File: src/rtl/multicycle_controller_pkg.sv
// Shared definitions for the multicycle controller: FSM states, ALU control
// codes, condition codes and the data-processing command decode table.
package multicycle_controller_pkg;

  typedef enum logic [3:0] {
    FETCH  = 4'd0,
    DECODE = 4'd1,
    MEMADR = 4'd2,
    MEMRD  = 4'd3,
    MEMWB  = 4'd4,
    MEMWR  = 4'd5,
    EXECR  = 4'd6,
    EXECI  = 4'd7,
    ALUWB  = 4'd8,
    BRANCH = 4'd9,
    HALT   = 4'd10
  } state_t;

  localparam logic [2:0] ALU_ADD = 3'd0;
  localparam logic [2:0] ALU_SUB = 3'd1;
  localparam logic [2:0] ALU_AND = 3'd2;
  localparam logic [2:0] ALU_ORR = 3'd3;
  localparam logic [2:0] ALU_EOR = 3'd4;
  localparam logic [2:0] ALU_MOV = 3'd5;

  localparam logic [3:0] COND_EQ = 4'd0;
  localparam logic [3:0] COND_NE = 4'd1;
  localparam logic [3:0] COND_CS = 4'd2;
  localparam logic [3:0] COND_CC = 4'd3;
  localparam logic [3:0] COND_MI = 4'd4;
  localparam logic [3:0] COND_PL = 4'd5;
  localparam logic [3:0] COND_VS = 4'd6;
  localparam logic [3:0] COND_VC = 4'd7;
  localparam logic [3:0] COND_HI = 4'd8;
  localparam logic [3:0] COND_LS = 4'd9;
  localparam logic [3:0] COND_GE = 4'd10;
  localparam logic [3:0] COND_LT = 4'd11;
  localparam logic [3:0] COND_GT = 4'd12;
  localparam logic [3:0] COND_LE = 4'd13;
  localparam logic [3:0] COND_AL = 4'd14;

  localparam logic [3:0] CMD_AND = 4'd0;
  localparam logic [3:0] CMD_EOR = 4'd1;
  localparam logic [3:0] CMD_SUB = 4'd2;
  localparam logic [3:0] CMD_RSB = 4'd3;
  localparam logic [3:0] CMD_ADD = 4'd4;
  localparam logic [3:0] CMD_ADC = 4'd5;
  localparam logic [3:0] CMD_SBC = 4'd6;
  localparam logic [3:0] CMD_RSC = 4'd7;
  localparam logic [3:0] CMD_TST = 4'd8;
  localparam logic [3:0] CMD_TEQ = 4'd9;
  localparam logic [3:0] CMD_CMP = 4'd10;
  localparam logic [3:0] CMD_CMN = 4'd11;
  localparam logic [3:0] CMD_ORR = 4'd12;
  localparam logic [3:0] CMD_MOV = 4'd13;
  localparam logic [3:0] CMD_BIC = 4'd14;
  localparam logic [3:0] CMD_MVN = 4'd15;

  typedef struct packed {
    logic       supported;
    logic       writes_rd;
    logic [2:0] alu_ctl;
    logic       swap;
    logic       inv;
    logic       use_carry;
    logic       shift;
  } cmd_dec_t;

  function automatic cmd_dec_t decode_cmd(input logic [3:0] cmd);
    cmd_dec_t d;
    d           = '0;
    d.supported = 1'b1;
    d.writes_rd = 1'b1;
    case (cmd)
      CMD_AND: d.alu_ctl = ALU_AND;
      CMD_EOR: d.alu_ctl = ALU_EOR;
      CMD_SUB: d.alu_ctl = ALU_SUB;
      CMD_RSB: begin d.alu_ctl = ALU_SUB; d.swap = 1'b1; end
      CMD_ADD: d.alu_ctl = ALU_ADD;
      CMD_ADC: begin d.alu_ctl = ALU_ADD; d.use_carry = 1'b1; end
      CMD_SBC: begin d.alu_ctl = ALU_SUB; d.use_carry = 1'b1; end
      CMD_TST: begin d.alu_ctl = ALU_AND; d.writes_rd = 1'b0; end
      CMD_TEQ: begin d.alu_ctl = ALU_EOR; d.writes_rd = 1'b0; end
      CMD_CMP: begin d.alu_ctl = ALU_SUB; d.writes_rd = 1'b0; end
      CMD_CMN: begin d.alu_ctl = ALU_ADD; d.writes_rd = 1'b0; end
      CMD_ORR: d.alu_ctl = ALU_ORR;
      CMD_MOV: begin d.alu_ctl = ALU_MOV; d.shift = 1'b1; end
      CMD_BIC: begin d.alu_ctl = ALU_AND; d.inv = 1'b1; end
      CMD_MVN: begin d.alu_ctl = ALU_MOV; d.inv = 1'b1; d.shift = 1'b1; end
      // RSC has no datapath support: no register write, no flag update.
      default: d = '0;
    endcase
    return d;
  endfunction

endpackage

File: src/rtl/multicycle_controller_cond.sv
// cond_check: maps a 4-bit condition field and the stored NZCV to a pass bit.
module cond_check
  import multicycle_controller_pkg::*;
(
  input  logic [3:0] cond,
  input  logic [3:0] nzcv,
  output logic       pass
);

  logic n, z, c, v;
  assign {n, z, c, v} = nzcv;

  always_comb begin
    pass = 1'b1;
    case (cond)
      COND_EQ: pass = z;
      COND_NE: pass = ~z;
      COND_CS: pass = c;
      COND_CC: pass = ~c;
      COND_MI: pass = n;
      COND_PL: pass = ~n;
      COND_VS: pass = v;
      COND_VC: pass = ~v;
      COND_HI: pass = c & ~z;
      COND_LS: pass = ~c | z;
      COND_GE: pass = (n == v);
      COND_LT: pass = (n != v);
      COND_GT: pass = ~z & (n == v);
      COND_LE: pass = z | (n != v);
      default: pass = 1'b1; // AL and the reserved 1111 both execute
    endcase
  end

endmodule

File: src/rtl/multicycle_controller.sv
// Multicycle control FSM for a small ARM-like datapath. Define
// MULTICYCLE_WAIT_EN to compile in the memory handshake, wait timeout and HALT.
module multicycle_controller
  import multicycle_controller_pkg::*;
#(
  parameter int MAX_WAIT = 15
) (
  input  logic        clk,
  input  logic        reset,
  input  logic [31:0] instr,
  input  logic [3:0]  alu_flags,
  input  logic        mem_ready,
  output logic        pc_src,
  output logic        reg_write,
  output logic        mem_to_reg,
  output logic        alu_src,
  output logic        reg_src,
  output logic        shift,
  output logic        carry,
  output logic        swap,
  output logic        inv,
  output logic [1:0]  imm_src,
  output logic [2:0]  alu_ctl,
  output logic        pc_write,
  output logic        ir_write,
  output logic        mem_write,
  output logic        mem_req,
  output logic        adr_src,
  output logic        fault,
  output logic [3:0]  state
);

  state_t     state_q, state_d;
  logic [3:0] nzcv_q, nzcv_d;
  logic       cond_pass;
  logic       mem_done;
  logic       unused_ok;
  cmd_dec_t   dec;

  assign dec = decode_cmd(instr[24:21]);

`ifdef MULTICYCLE_WAIT_EN
  localparam int WAIT_W = $clog2(MAX_WAIT + 2);
  logic [WAIT_W-1:0] wait_cnt_q, wait_cnt_d;
  logic              fault_q, fault_d;
  assign mem_done  = mem_ready;
  assign fault     = fault_q;
  assign unused_ok = ^instr[19:0];
`else
  // Zero-wait memory: every access completes in its first cycle.
  assign mem_done  = 1'b1;
  assign fault     = 1'b0;
  assign unused_ok = ^{instr[19:0], mem_ready} ^ (MAX_WAIT < 0);
`endif

  cond_check u_cond (
    .cond (instr[31:28]),
    .nzcv (nzcv_q),
    .pass (cond_pass)
  );

  always_ff @(posedge clk or negedge reset) begin
    if (!reset) begin
      state_q    <= FETCH;
      nzcv_q     <= '0;
`ifdef MULTICYCLE_WAIT_EN
      wait_cnt_q <= '0;
      fault_q    <= 1'b0;
`endif
    end else begin
      state_q    <= state_d;
      nzcv_q     <= nzcv_d;
`ifdef MULTICYCLE_WAIT_EN
      wait_cnt_q <= wait_cnt_d;
      fault_q    <= fault_d;
`endif
    end
  end

  always_comb begin
    state_d    = state_q;
    nzcv_d     = nzcv_q;
    pc_src     = 1'b0;
    reg_write  = 1'b0;
    mem_to_reg = 1'b0;
    alu_src    = 1'b0;
    reg_src    = 1'b0;
    shift      = 1'b0;
    carry      = 1'b0;
    swap       = 1'b0;
    inv        = 1'b0;
    imm_src    = 2'b00;
    alu_ctl    = ALU_ADD;
    pc_write   = 1'b0;
    ir_write   = 1'b0;
    mem_write  = 1'b0;
    mem_req    = 1'b0;
    adr_src    = 1'b0;

    case (state_q)
      FETCH: begin
        mem_req = 1'b1;
        if (mem_done) begin
          ir_write = 1'b1;
          pc_write = 1'b1;
          state_d  = DECODE;
        end
      end
      DECODE: begin
        if (!cond_pass) begin
          state_d = FETCH;
        end else begin
          case (instr[27:26])
            2'b00:   state_d = instr[25] ? EXECI : EXECR;
            2'b01:   state_d = MEMADR;
            2'b10:   state_d = BRANCH;
            default: state_d = FETCH;
          endcase
        end
      end
      MEMADR: begin
        alu_src = 1'b1;
        imm_src = 2'b01;
        alu_ctl = ALU_ADD;
        state_d = instr[20] ? MEMRD : MEMWR;
      end
      MEMRD: begin
        mem_req = 1'b1;
        adr_src = 1'b1;
        if (mem_done) state_d = MEMWB;
      end
      MEMWB: begin
        reg_write  = 1'b1;
        mem_to_reg = 1'b1;
        state_d    = FETCH;
      end
      MEMWR: begin
        mem_req   = 1'b1;
        mem_write = 1'b1;
        adr_src   = 1'b1;
        if (mem_done) state_d = FETCH;
      end
      EXECR, EXECI: begin
        alu_ctl = dec.alu_ctl;
        swap    = dec.swap;
        inv     = dec.inv;
        shift   = dec.shift;
        carry   = dec.use_carry & nzcv_q[1];
        if (state_q == EXECI) alu_src = 1'b1;
        state_d = ALUWB;
      end
      ALUWB: begin
        reg_write = dec.writes_rd;
        if (instr[20] && dec.supported) nzcv_d = alu_flags;
        state_d = FETCH;
      end
      BRANCH: begin
        reg_src  = 1'b1;
        alu_src  = 1'b1;
        imm_src  = 2'b10;
        alu_ctl  = ALU_ADD;
        pc_src   = 1'b1;
        pc_write = 1'b1;
        state_d  = FETCH;
      end
      HALT:    state_d = HALT;
      default: state_d = FETCH;
    endcase

`ifdef MULTICYCLE_WAIT_EN
    fault_d    = fault_q;
    wait_cnt_d = wait_cnt_q;
    if (mem_req) begin
      if (mem_ready) begin
        wait_cnt_d = '0;
      end else if (wait_cnt_q >= WAIT_W'(MAX_WAIT)) begin
        fault_d = 1'b1;
        state_d = HALT;
      end else begin
        wait_cnt_d = wait_cnt_q + 1'b1;
      end
    end
`endif

    // FETCH is the reset state; keep its handshake strobes quiet while held.
    if (!reset) begin
      ir_write = 1'b0;
      pc_write = 1'b0;
    end
  end

  assign state = state_q;

endmodule

File: config.mk
export PLATFORM = sky130hd
export DESIGN_NAME = multicycle_controller
export DESIGN_NICKNAME = d
export VERILOG_FILES = /design/src/rtl/multicycle_controller_pkg.sv /design/src/rtl/multicycle_controller_cond.sv /design/src/rtl/multicycle_controller.sv
export SDC_FILE = /design/constraint.sdc
export NUM_CORES = 1
export LEC_CHECK = 0
export ABC_AREA = 1
export CAP_MARGIN = 10
export CORE_MARGIN = 10
export CORE_UTILIZATION = 45
export DETAILED_ROUTE_END_ITERATION = 12
export DONT_BUFFER_PORTS = 1
export HOLD_SLACK_MARGIN = 0.08
export PLACE_DENSITY = 0.58
export SLEW_MARGIN = 20
export SYNTH_ARGS = -nofsm -noshare
export SYNTH_HDL_FRONTEND = slang
export SYNTH_SLANG_ARGS = --single-unit
File: constraint.sdc
create_clock -name clk -period 2.1 [get_ports clk]
set_input_delay 0.315 -clock clk [delete_from_list [all_inputs] [get_ports clk]]
set_output_delay 0.315 -clock clk [all_outputs]
set_load 0.01 [all_outputs]
# After elaboration in Yosys (flattened, before gate mapping)
# Cells that the tools add are included.
# word_totals
input_bits,39
regBits,8
elab_cells,102
out_inout_bits,24
# classes
n_bitwise,9
n_reduce_logical,19
n_eq_ne,41
mux,31
# ops
operator,n
4-bit == test (second input constant),17
4-bit by 3-bit == test with 1-bit output (second input constant),11
4-bit by 2-bit == test with 1-bit output (second input constant),6
4-bit case mux with 6 select lines,1
1-bit 2-to-1 mux,21
2-bit OR reduction,8
3-bit case mux with 5 select lines,1
15-bit OR reduction,1
1-bit case mux with 14 select lines,1
4-bit by 1-bit == test with 1-bit output (second input constant),3
4-bit zero test,3
4-bit case mux with 3 select lines,1
11-bit OR reduction,1
3-bit 2-to-1 mux,2
3-bit OR reduction,2
4-bit 2-to-1 mux,1
1-bit NOT,4
1-bit case mux with 2 select lines,2
2-bit case mux with 2 select lines,1
4-bit OR reduction,1
1-bit bitwise AND,3
2-bit by 1-bit == test with 1-bit output (second input constant),1
2-bit == test (second input constant),1
2-bit zero test,1
other kinds (5),6

# Logic depth before layout (Yosys ltp)
# depth
depth_word,5
mapped_depth,10
depth_no_buf,10

# By module
# A second synthesis with hierarchy kept.
# hier_totals
cells_unflattened,154
hier_area_um2,847.1
# modules_own_cells
module,n_inst,area_each_um2,cells_each
multicycle_controller,1,641.9,104
cond_check,1,205.2,50

# Worst setup path after synthesis
# No wires, ideal clock.
# synth_path
kind,reg2out
startpoint,"register state_q[1], in the netlist state[1]"
endpoint,output pc_write
arrival_ns,1.190
required_ns,1.785
path_slack_ns,0.595
path_stages_with_launch,6
path_buffers,0
cell_sequence,dfrtp_1 > inv_2 > nand2_1 > nor2_1 > inv_1 > a21oi_1
# synth_between
elab_chain_len,4
# synth_lines
item,line_no,text
from (decl),multicycle_controller.sv:33,"state_t state_q, state_d;"
from (signal assigned),multicycle_controller.sv:71,state_q <= state_d;
4-bit == test or 4-bit zero test (tied branches),multicycle_controller.sv:100,case (state_q)
2-bit OR reduction (no line) *,n/a,
1-bit 2-to-1 mux *,n/a,
1-bit 2-to-1 mux *,multicycle_controller.sv:186,if (!reset) begin
to (decl),multicycle_controller.sv:24,"output logic pc_write,"
# Every way passes the cells marked *; elsewhere a longest branch is shown, timed or not.

# Final worst setup path
# layout_path
startpoint,"register state_q[2], in the netlist state[2]"
endpoint,output alu_src
# layout_between
elab_chain_len,3
# layout_lines
item,line_no,text
"4-bit by 3-bit == test with 1-bit output, or another cell as far along","multicycle_controller.sv:100, multicycle_controller.sv:149",
"1-bit 2-to-1 mux, or another cell as far along",multicycle_controller.sv:149,if (state_q == EXECI) alu_src = 1'b1;
1-bit case mux with 2 select lines *,multicycle_controller.sv:100,
to (decl),multicycle_controller.sv:16,"output logic alu_src,"
# Marked as above.

==> summary.md <==
| Metric | Value |
|---|---|
| Global-route wire length before repair | 3640 um |
| Area growth syn-to-layout | 7.83% |
| Ys Warns | 0 |
| CTS buffer count | 3 |
| Hold Vio Cnt, Final | 0 |
| DR WL met3 | 270 um |
| GRT Total Usage | 0.108 |
| Rows | 15 |
| Largest net degree at the start of global routing | 9 |
| Req. time, crit path | 1780 ps |
| Post-layout util | 0.509 |
| XOR/XNOR Fraction of Synth Area | 0 |
| Post-DR vias/cell | 5.08 |
| Antenna fix cells | 0 |
| Core area | 0.00173 mm2 |
| Int Power | 0.429 mW |
| 1st-iter DRT viols | 31 |
| Drt drc | 0 |
| Post-cts resize count | 0 |
| H-tree levels | 1 |
| Setup Fix Bufs, Post-CTS | 0 |
| Post-Syn Nets | 178 |
| RSZ-0062 raised after global routing | no |
| Clk_lat worst skew | 240 ps |
| Filler cells | 198 |
| CP Launch Type | flip-flop |
| Reg2Reg Depth | 6 |
| CP Data Arrival Time | 1580 ps |
| Cell area after synthesis | 815 um2 |
| Buffers added on ports | 0 |
| Vias in the first global route | 836 |
| Tmin final | 1890 ps |
| Max layer used | met3 |
| Top cells by area, synth | dfrtp_1, nand2_1, nor2_1, a21oi_1, inv_1 |
| Routed met1 length | 984 um |
| Max Cap Violations | 0 |
| Yosys top cell by area | dfrtp_1 |
| Initial Util | 0.472 |
| Final Cycle Share | 0.900 |
| Hold Path Class | primary input to flip-flop |
| Fin area | 878 um2 |
| Die X | 62.5 um |
| Max VDD drop | 384 uV |
| CTS tree | yes |
| CP max FO | 4 |
| # IOs | 63 |
| Clock root buffer | clkbuf_4 |
| Flop pwr share | 0.321 |
| Clk buf depth | 2 |
| Drt total wl | 2210 um |
| Post-DP HPWL | 1900 um |
| Register area | 200 um2 |
| Total Neg Setup Slack | 0 ps |
| GRT Residual Overflow | 0 |
| DRT Pass-1 Iters | 4 |
| Fin. max-slew vios | 0 |
| Initial antenna violation count | 0 |
| Area after DPL | 846 um2 |
| Unique masters post-synth | 22 |
| Relative max-transition margin | 0.655 |
| R2r setup slk | 730 ps |
| Post-Synth Simple-Gate Area | 0.476 |
| CTS clk-pin slew, worst paths | 50 ps |
| Max Freq | 529 MHz |
| Leakage | 0.447 nW |
| Setup Viol. Count Final | 0 |
| Die height | 62.5 um |
| Synthesized instance count | 139 |
| Clock share of power | 0.124 |
| Reg2reg start | state[2] |
| Sw Share | 0.519 |
| Worst setup EP type | primary output |
| Slew @ Worst Pin | 513 ps |
| Vias | 853 |
| Reg-to-reg endpoint | state[2] |
| # clock sinks | 8 |
| Compound-gate portion of the synthesized area | 0.149 |
| PwrDens | 1010 mW/mm2 |
| Area of the multi-input gates | 513 um2 |
| Routed Antenna Nets | 0 |
| Register area share after synthesis | 0.246 |
| Largest family of logic cells by synthesized area | simple AND/OR/NAND/NOR gates |
| Yosys top cell area share | 0.246 |
| Status | completed |
| Critical path type | flip-flop to primary output |
| Switching pwr | 0.462 mW |
| Routability cong. | 0.818 |
| Adder-Cell Fraction of Synth Area | 0 |
| Combinational power share | 0.554 |
| FF+latch count, synth | 8 |
| Routed length per placed instance | 13.1 um |
| Clk_skew | 1.45 ps |
| Worst setup endpoint | alu_src |
| Post-synthesis mux area share | 0 |
| Die ar. | 0.00391 mm2 |
| Critical path origin | state[2] |
| Met2 routed WL | 953 um |
| Share of cells above drive strength 1 | 0.189 |
| Syn_area_per_cell | 5.86 um2 |
| Post-layout nets | 184 |
[worst min-delay path by stage]
stage              start        end  slack (ps)  depth (start not counted)
6_report       instr[20]   state[1]         220                          2
3_3_place_gp       reset  nzcv_q[0]          20                          0
2_1_floorplan      reset  nzcv_q[0]          20                          0
5_1_grt        instr[20]   state[1]         220                          2
4_1_cts        instr[20]   state[1]         210                          2
3_5_place_dp       reset  nzcv_q[0]          20                          0
[Yosys cell counts (all sizes together)]
cell type and count:
a21oi 12, or2 1, nor4 1, nand2 37
o21a 1, nand3 13, a31o 1, o21ai 1
conb 1, a311oi 1, o311ai 1, clkinv 1
dfrtp 8, buf 2, inv 22, nor3 6
a2111oi 1, nor2 29
[cell families (layout without fill, tap and decap cells)]
logic type,count (synthesis),count (layout)
and+or+nand+nor,87,87
other,1,1
buffers and inverters,25,29
AOI/OAI and AO/OA,18,18
DFF,8,8
[layout by cell type, fill, tap and decap left out]
master         netlist  layout
o311ai_0             1       1
inv_2                8       8
or2_1                1       1
a31o_2               1       1
dfrtp_1              8       8
inv_1               14      14
a21oi_1             12      12
a311oi_2             1       1
nand2_1             35      35
nand3_1             10      10
dlygate4sd3_1        0       1
buf_4                2       2
clkbuf_4             0       3
nor4_1               1       1
clkinv_1             1       1
o21a_2               1       1
o21ai_0              1       1
nand2_2              2       2
conb_1               1       1
nor3_1               6       6
nand3_2              3       3
a2111oi_2            1       1
nor2_2               5       5
nor2_1              24      24
[flip-flops by register name, indices dropped and copies added (netlist names)]
signal	flops
nzcv_q	4
state	4
[layer usage]
layer	GRT usage	vias to the layer above
met4	0.00838	0
met1	0.123	372
met2	0.173	32
met3	0.0681	0
li1	-	449
met5	0	-
[through the flow]
stage / std cells / worst slack (ps) / hold slack (ps) / power [mW]
floorplan: 139 / 595 / 19.4 / 0.676
global placement: 164 / 476 / 19.7 / 0.775
detailed placement: 164 / 463 / 19.6 / 0.784
CTS: 168 / 193 / 208 / 0.903
global route: 168 / 87.5 / 221 / 0.982
finish: 168 / 209 / 217 / 0.891
[worst max-delay path: stages (launching register included)]
cell and delay, ps:
dfrtp_1 440, nor2_2 200, nand2_1 120, nor2_2 210, inv_1 90, o311ai_0 90
buf_4 190
[power by group through the flow]
stage	Combinational (mW)	Sequential [mW]	Clock, mW
2_1_floorplan	0.404	0.273	0
3_3_place_gp	0.486	0.289	0
3_5_place_dp	0.494	0.290	0
4_1_cts	0.500	0.287	0.116
5_1_grt	0.563	0.296	0.123
6_report	0.494	0.286	0.111
[layout make-up]
cell class,instances,share of cell area
timing repair buffer,3,0.0285
multi-input combinational,106,0.584
sequential,8,0.228
clock buffer,3,0.0256
inverter,23,0.0983
tap,25,0.0356
[timing repair]
action | in CTS | in global routing
setup endpoints to repair | 0 | 0
hold buffers | 1 | 0
hold endpoints to repair | 8 | 0
Power figures use the tool's default switching activity.
